File: config.mk
export PLATFORM = sky130hd
export DESIGN_NAME = line_buffer_ctrl_flat
export DESIGN_NICKNAME = d
export VERILOG_FILES = /design/src/rtl/lbc_pkg.sv /design/src/rtl/line_buffer_ctrl_if.sv /design/src/rtl/lbc_edge_det.sv /design/src/rtl/line_buffer_ctrl.sv /design/src/flat_wrapper.sv
export SDC_FILE = /design/constraint.sdc
export NUM_CORES = 1
export LEC_CHECK = 0
export ABC_CLOCK_PERIOD_IN_PS = 4900
export BUFFER_PORTS_ARGS = -buffer_cell sky130_fd_sc_hd__clkbuf_2
export CAP_MARGIN = 20
export CORE_ASPECT_RATIO = 0.9
export CORE_MARGIN = 10
export CORE_UTILIZATION = 60
export CTS_BUF_LIST = sky130_fd_sc_hd__clkbuf_2 sky130_fd_sc_hd__clkbuf_4 sky130_fd_sc_hd__clkbuf_8
export DETAILED_ROUTE_END_ITERATION = 10
export GPL_TIMING_DRIVEN = 0
export HOLD_SLACK_MARGIN = 0.08
export PLACE_DENSITY = 0.95
export SLEW_MARGIN = 20
export SYNTH_ARGS = -nofsm -noshare
export SYNTH_HDL_FRONTEND = slang
export SYNTH_SLANG_ARGS = --single-unit
File: constraint.sdc
create_clock -name clk -period 4.9 [get_ports clk]
set_input_delay 1.225 -clock clk [delete_from_list [all_inputs] [get_ports clk]]
set_output_delay 1.225 -clock clk [all_outputs]
set_load 0.01 [all_outputs]
File: src/rtl/lbc_pkg.sv
// Shared types and helpers for the line-buffer controller.
// Holds the buffer count, the FSM encoding and the mod-3 buffer-index helpers.
package lbc_pkg;

    localparam int NUM_BUFS = 3;

    typedef enum logic [1:0] {
        IDLE   = 2'd0,
        BLANK  = 2'd1,
        ACTIVE = 2'd2
    } lbc_state_e;

    function automatic logic [NUM_BUFS-1:0] onehot3(input logic [1:0] idx);
        logic [NUM_BUFS-1:0] oh;
        oh = '0;
        case (idx)
            2'd0:    oh = 3'b001;
            2'd1:    oh = 3'b010;
            2'd2:    oh = 3'b100;
            default: oh = 3'b000;
        endcase
        return oh;
    endfunction

    function automatic logic [1:0] next_sel(input logic [1:0] idx);
        return (idx >= 2'd2) ? 2'd0 : idx + 2'd1;
    endfunction

endpackage

File: src/rtl/line_buffer_ctrl_if.sv
// Video-in / buffer-control bundle for line_buffer_ctrl.
// o_border exists only when LBC_BORDER_EN is defined.
interface line_buffer_ctrl_if #(
    parameter int ADDR_WIDTH = 11,
    parameter int ROW_WIDTH  = 11
);
    import lbc_pkg::*;

    logic                  i_vid_hsync;
    logic                  i_vid_vsync;
    logic                  i_vid_VDE;
    logic [NUM_BUFS-1:0]   o_wr_en;
    logic [ADDR_WIDTH-1:0] o_addr;
    logic [1:0]            o_sel_top;
    logic [1:0]            o_sel_mid;
    logic [ADDR_WIDTH-1:0] o_col;
    logic [ROW_WIDTH-1:0]  o_row;
    logic                  o_window_valid;
    logic                  o_line_err;
    lbc_state_e            o_dbg_state;
`ifdef LBC_BORDER_EN
    logic                  o_border;
`endif

    // Video timing has no back-pressure: the source drives i_vid_* every cycle
    // and the controller consumes them unconditionally; no valid/ready pair.
    modport slave (
        input  i_vid_hsync, i_vid_vsync, i_vid_VDE,
        output o_wr_en, o_addr, o_sel_top, o_sel_mid, o_col, o_row,
               o_window_valid, o_line_err, o_dbg_state
`ifdef LBC_BORDER_EN
        , output o_border
`endif
    );

    modport master (
        output i_vid_hsync, i_vid_vsync, i_vid_VDE,
        input  o_wr_en, o_addr, o_sel_top, o_sel_mid, o_col, o_row,
               o_window_valid, o_line_err, o_dbg_state
`ifdef LBC_BORDER_EN
        , input o_border
`endif
    );

endinterface

File: src/rtl/lbc_edge_det.sv
// Single-edge detector: compares the live input with a one-cycle registered copy.
// DET_RISE selects rising (1) or falling (0) edge.
module lbc_edge_det #(
    parameter logic DET_RISE = 1'b1
) (
    input  logic clk,
    input  logic n_rst,
    input  logic i_d,
    output logic o_edge
);

    logic d_q, d_d;

    assign d_d = i_d;

    always_ff @(posedge clk) begin
        if (!n_rst) d_q <= 1'b0;
        else        d_q <= d_d;
    end

    assign o_edge = DET_RISE ? (i_d & ~d_q) : (~i_d & d_q);

endmodule

File: src/rtl/line_buffer_ctrl.sv
// Row-buffer sequencer for the 3x3 kernel: rotating write enable, shared address,
// top/mid buffer selects and window-valid. Optional o_border under LBC_BORDER_EN.
module line_buffer_ctrl
    import lbc_pkg::*;
#(
    parameter int LINE_WIDTH = 1920,
    parameter int ADDR_WIDTH = 11,
    parameter int ROW_WIDTH  = 11
) (
    input  logic               clk,
    input  logic               n_rst,
    line_buffer_ctrl_if.slave  bus
);

    // One extra bit so col can sit at LINE_WIDTH even when it equals 2^ADDR_WIDTH.
    localparam int                   COL_W    = ADDR_WIDTH + 1;
    localparam logic [COL_W-1:0]     LINE_LEN = COL_W'(LINE_WIDTH);
    localparam logic [ROW_WIDTH-1:0] ROW_MAX  = '1;

    logic vs_rise, vde_fall;

    lbc_edge_det #(.DET_RISE(1'b1)) u_vsync_edge (
        .clk(clk), .n_rst(n_rst), .i_d(bus.i_vid_vsync), .o_edge(vs_rise)
    );

    lbc_edge_det #(.DET_RISE(1'b0)) u_vde_edge (
        .clk(clk), .n_rst(n_rst), .i_d(bus.i_vid_VDE), .o_edge(vde_fall)
    );

    lbc_state_e            state_q, state_d;
    logic [COL_W-1:0]      col_q, col_d;
    logic [ROW_WIDTH-1:0]  row_q, row_d;
    logic [1:0]            wr_sel_q, wr_sel_d;
    logic [NUM_BUFS-1:0]   wr_en_q, wr_en_d;
    logic [ADDR_WIDTH-1:0] addr_q, addr_d;
    logic [1:0]            sel_top_q, sel_top_d;
    logic [1:0]            sel_mid_q, sel_mid_d;
    logic                  window_valid_q, window_valid_d;
    logic                  line_err_q, line_err_d;
    logic                  ovf_q, ovf_d;
    logic                  border_q, border_d;
    logic                  line_wr;

    always_ff @(posedge clk) begin
        if (!n_rst) begin
            state_q        <= IDLE;
            col_q          <= '0;
            row_q          <= '0;
            wr_sel_q       <= 2'd0;
            wr_en_q        <= '0;
            addr_q         <= '0;
            sel_top_q      <= 2'd1;
            sel_mid_q      <= 2'd2;
            window_valid_q <= 1'b0;
            line_err_q     <= 1'b0;
            ovf_q          <= 1'b0;
            border_q       <= 1'b0;
        end else begin
            state_q        <= state_d;
            col_q          <= col_d;
            row_q          <= row_d;
            wr_sel_q       <= wr_sel_d;
            wr_en_q        <= wr_en_d;
            addr_q         <= addr_d;
            sel_top_q      <= sel_top_d;
            sel_mid_q      <= sel_mid_d;
            window_valid_q <= window_valid_d;
            line_err_q     <= line_err_d;
            ovf_q          <= ovf_d;
            border_q       <= border_d;
        end
    end

    always_comb begin
        state_d        = state_q;
        col_d          = col_q;
        row_d          = row_q;
        wr_sel_d       = wr_sel_q;
        wr_en_d        = '0;
        addr_d         = addr_q;
        window_valid_d = 1'b0;
        line_err_d     = 1'b0;
        ovf_d          = ovf_q;
        border_d       = 1'b0;
        line_wr        = 1'b0;

        // Frame start outranks everything, including a coincident line end.
        if (vs_rise) begin
            state_d  = BLANK;
            col_d    = '0;
            row_d    = '0;
            wr_sel_d = 2'd0;
            ovf_d    = 1'b0;
        end else begin
            case (state_q)
                IDLE: ;
                BLANK: begin
                    if (bus.i_vid_VDE) begin
                        state_d = ACTIVE;
                        line_wr = 1'b1;
                    end
                end
                ACTIVE: begin
                    if (vde_fall) begin
                        state_d    = BLANK;
                        wr_sel_d   = next_sel(wr_sel_q);
                        row_d      = (row_q == ROW_MAX) ? row_q : row_q + 1'b1;
                        col_d      = '0;
                        line_err_d = (col_q != LINE_LEN) || ovf_q;
                        ovf_d      = 1'b0;
                    end else if (bus.i_vid_VDE) begin
                        line_wr = 1'b1;
                    end
                end
                default: state_d = IDLE;
            endcase
        end

        if (line_wr) begin
            if (col_q < LINE_LEN) begin
                wr_en_d        = onehot3(wr_sel_q);
                addr_d         = col_q[ADDR_WIDTH-1:0];
                window_valid_d = (row_q >= ROW_WIDTH'(2)) && (col_q >= COL_W'(2));
                border_d       = (col_q == '0) || (col_q == LINE_LEN - 1'b1) ||
                                 (row_q < ROW_WIDTH'(2));
                col_d          = col_q + 1'b1;
            end else begin
                ovf_d = 1'b1;
            end
        end

        // The buffer just written becomes mid; the oldest becomes top.
        sel_top_d = next_sel(wr_sel_d);
        sel_mid_d = next_sel(next_sel(wr_sel_d));
    end

    assign bus.o_wr_en        = wr_en_q;
    assign bus.o_addr         = addr_q;
    assign bus.o_sel_top      = sel_top_q;
    assign bus.o_sel_mid      = sel_mid_q;
    assign bus.o_col          = col_q[ADDR_WIDTH-1:0];
    assign bus.o_row          = row_q;
    assign bus.o_window_valid = window_valid_q;
    assign bus.o_line_err     = line_err_q;
    assign bus.o_dbg_state    = state_q;

`ifdef LBC_BORDER_EN
    assign bus.o_border = border_q;
`else
    logic border_unused;
    assign border_unused = border_q;
`endif

endmodule

File: src/flat_wrapper.sv
// flat-port wrapper written by rule: the top's interface ports become plain ports
module line_buffer_ctrl_flat import lbc_pkg::*;
#(
    parameter int LINE_WIDTH = 1920,
    parameter int ADDR_WIDTH = 11,
    parameter int ROW_WIDTH  = 11
)
  (clk, n_rst, bus_i_vid_hsync, bus_i_vid_vsync, bus_i_vid_VDE, bus_o_wr_en, bus_o_addr, bus_o_sel_top, bus_o_sel_mid, bus_o_col, bus_o_row, bus_o_window_valid, bus_o_line_err, bus_o_dbg_state);
  line_buffer_ctrl_if #(.ADDR_WIDTH(ADDR_WIDTH), .ROW_WIDTH(ROW_WIDTH)) bus_i ();
  input  logic clk;
  input  logic n_rst;
  input wire logic [$bits(bus_i.i_vid_hsync)-1:0] bus_i_vid_hsync;
  input wire logic [$bits(bus_i.i_vid_vsync)-1:0] bus_i_vid_vsync;
  input wire logic [$bits(bus_i.i_vid_VDE)-1:0] bus_i_vid_VDE;
  output wire logic [$bits(bus_i.o_wr_en)-1:0] bus_o_wr_en;
  output wire logic [$bits(bus_i.o_addr)-1:0] bus_o_addr;
  output wire logic [$bits(bus_i.o_sel_top)-1:0] bus_o_sel_top;
  output wire logic [$bits(bus_i.o_sel_mid)-1:0] bus_o_sel_mid;
  output wire logic [$bits(bus_i.o_col)-1:0] bus_o_col;
  output wire logic [$bits(bus_i.o_row)-1:0] bus_o_row;
  output wire logic [$bits(bus_i.o_window_valid)-1:0] bus_o_window_valid;
  output wire logic [$bits(bus_i.o_line_err)-1:0] bus_o_line_err;
  output wire logic [$bits(bus_i.o_dbg_state)-1:0] bus_o_dbg_state;
  assign bus_i.i_vid_hsync = bus_i_vid_hsync;
  assign bus_i.i_vid_vsync = bus_i_vid_vsync;
  assign bus_i.i_vid_VDE = bus_i_vid_VDE;
  assign bus_o_wr_en = bus_i.o_wr_en;
  assign bus_o_addr = bus_i.o_addr;
  assign bus_o_sel_top = bus_i.o_sel_top;
  assign bus_o_sel_mid = bus_i.o_sel_mid;
  assign bus_o_col = bus_i.o_col;
  assign bus_o_row = bus_i.o_row;
  assign bus_o_window_valid = bus_i.o_window_valid;
  assign bus_o_line_err = bus_i.o_line_err;
  assign bus_o_dbg_state = bus_i.o_dbg_state;
  line_buffer_ctrl #(.LINE_WIDTH(LINE_WIDTH), .ADDR_WIDTH(ADDR_WIDTH), .ROW_WIDTH(ROW_WIDTH)) u_core (.clk(clk), .n_rst(n_rst), .bus(bus_i));
endmodule
==> results_dict.tcl <==
set metrics [dict create \
    grt_use_total_pct 16.6 \
    htree_levels 2 \
    dieArea_um2 6650 \
    cts.repair.resized 0 \
    crit_path_top_delay_cell "or4_4" \
    critPathTopFamily "simple AND/OR/NAND/NOR gates" \
    core_area_um2 3680 \
    drive_above_1_share_pct 24.3 \
    hold_buffers 0 \
    setup_tns_ns 0 \
    arrival_ns 2.89 \
    postLayoutSetupSlackWorst_ns 2.24 \
    antenna_found_initial 0 \
    hp-start "u_core.bus.o_addr[3]" \
    die_h_um 78.4 \
    ys_seq_area_share_pct 43.2 \
    crit_chain "clkbuf_2 -> and2b_1 -> buf_2 -> or4_4 -> or4b_1 -> a21oi_1" \
    yosysWarnings 0 \
    die_w_um 84.9 \
    io_buffers 46 \
    cts_setup_buffers 0 \
    detail-route-antenna-nets 0 \
    power.total_uw 732 \
    critPathMaxStageDelay_ns 0.59 \
    run_status "finished, final reports clean" \
    fin_worst_skew_ns 0.00575 \
    holdPathStages 2 \
    synth-seq-cells 49 \
    drt_iter0_markers 351 \
    synth_edf_count 0 \
    fin_area_um2 2680 \
    fillers 261 \
    relSlewSlack_pct 50.1 \
    io_pins 49 \
    path_class "in -> reg" \
    grt_pass1_vias 1897 \
    root_buffer "clkbuf_8" \
    first_pass_iters 4 \
    synth_fp_nets 260 \
    ir_drop_mv 0.215 \
    ys.flop_type "dfxtp_1" \
    critPathCaptureType "register" \
    max-cap-violations 0 \
    path_clk_slew_ns 0.09 \
    placed_area_um2 2560 \
    r2r-start "u_core.bus.o_dbg_state[0]" \
    rows 21 \
    syn_avg_cell_area_um2 9.19 \
    grt_pass1_wl_um 9270 \
    cp.required_ns 5.13 \
    reg2reg_to "u_core.col_q[9]" \
    area_growth_pct 18.0 \
    hp-class "reg -> reg" \
    synth_area_um2 2270 \
    nets 313 \
    setup_viol 0 \
    start_kind "input port" \
    rsz0062_at_grt "no" \
    cts.path.max_buffers 2 \
    cts_tree "built" \
    finalWirelength_um 5620 \
    worst-path-buf-inv 2 \
    cts_sinks 49 \
    dp_slack_ns 1.96 \
    reg2reg_slack_ns 2.52 \
    powerDensity_nw_per_um2 273 \
    via_per_inst 5.82 \
    cp_max_fo 10 \
    worst_hold_slack_ns 0.506 \
    netlist_instances 247 \
    gp_congestion 0.869 \
    via_count 2021 \
    hold_viol 0 \
    final-max-slew-violation-count 0 \
    tightest_slew_ns 0.743 \
    antenna_cells 0 \
    async_reset_ff_share_pct 0 \
    clock_latency_ns 0.30 \
    max_freq_mhz 376 \
    numCtsBuffers 5 \
    period_needed_ns 2.66 \
    leakagePower_nw 1.11 \
    place_hpwl_um 3940 \
    drcViolationCount 0 \
    hold_path_end "u_core.bus.o_addr[3]" \
    post_synth_num_cell_types 47 \
    grt_max_degree 16 \
    wl_per_cell_um 16.2 \
    ff2ff_path_depth 6 \
    grt_remaining_overflow 0 \
    start_util_pct 61.7 \
    finalCritPeriodShare_pct 54.3 \
]
## synth_stat cells, drive strengths merged (6+ instances only)
cell / number / area share (%)
and2: 6 / 1.7
buf: 15 / 4.9
nand3: 6 / 1.3
inv: 7 / 1.2
nor2: 27 / 4.5
nor3: 8 / 2.0
ha: 8 / 4.4
nand2: 16 / 2.6
clkbuf: 8 / 1.3
nor4: 7 / 1.9
dfxtp: 49 / 43
a21oi: 9 / 2.0
mux2i: 14 / 6.2
or3: 6 / 1.7
## logic make-up after synthesis
logic type      count (synthesis)  share of synthesized area [%]
compound gates                 37                           12.0
flops                          49                           43.2
fa+ha+maj                       8                           4.41
buf+inv                        30                           7.38
mux                            14                           6.17
simple gates                  103                           24.5
xor+xnor                        6                           2.31
## worst max-delay path by stage
stage,start,end,slack [ns],cells past startpoint
floorplan,bus_i_vid_vsync,u_core.col_q[9],2.18,5
global route,bus_i_vid_vsync,u_core.col_q[9],2.20,6
global placement,bus_i_vid_vsync,u_core.col_q[9],2.01,6
detailed placement,bus_i_vid_vsync,u_core.col_q[9],1.96,6
CTS,bus_i_vid_vsync,u_core.col_q[9],2.25,6
finish,bus_i_vid_vsync,u_core.col_q[9],2.24,6
## per-stage QoR
step	utilization [%]	instances
after floorplan	-	247
after global placement	69.6	339
after detailed placement	69.6	339
after CTS	72.8	347
after global routing	72.8	347
final	72.8	347
## placed cells by master, fill, tap and decap left out, drive strengths merged, types with 7 or more instances in the layout
master,Yosys,routed
clkbuf,8,60
dfxtp,49,49
nor2,27,27
nand2,16,16
buf,15,15
mux2i,14,14
a21oi,9,9
ha,8,8
nor3,8,8
inv,7,7
nor4,7,7
## metal layers
metal	GRT usage [%]	share of wire, %	up-vias
li1	-	-	974
met3	4.85	6.2	12
met4	5.26	1.8	0
met2	27.2	49	82
met1	20.4	43	953
met5	0	0	-
## cell type report
| class | count | area, um^2 | area share (%) |
|---|---|---|---|
| Clock buffer | 6 | 82.6 | 3.08 |
| Inverter | 7 | 26.3 | 0.981 |
| Tap cell | 46 | 57.6 | 2.15 |
| Clock inverter | 2 | 37.5 | 1.40 |
| Buffer | 23 | 141 | 5.28 |
| Sequential cell | 49 | 981 | 36.6 |
| Timing Repair Buffer | 46 | 230 | 8.59 |
| Multi-Input combinational cell | 168 | 1120 | 41.9 |
## flip-flops by register name, indices dropped and copies added (netlist names), 2 cells and up
signal,cells
u_core.col_q,12
u_core.bus.o_addr,11
u_core.bus.o_row,11
u_core.bus.o_wr_en,3
u_core.bus.o_dbg_state,2
u_core.bus.o_sel_top,2
u_core.wr_sel_q,2
## worst reg2reg max path: cells and delay by family, from the launching register on
family,cells,cell delay [ns]
compound gates,2,0.39
simple gates,2,1.13
flops,1,0.40
fa+ha+maj,1,0.28
buf+inv,1,0.10
## power breakdown
group | internal (mW) | switching (mW) | leakage [nW]
Sequential | 0.400 | 0.00177 | 0.395
Combinational | 0.00905 | 0.0194 | 0.654
Clock | 0.166 | 0.136 | 0.0574
Total | 0.575 | 0.157 | 1.11
(Power assumes the default switching activity.)
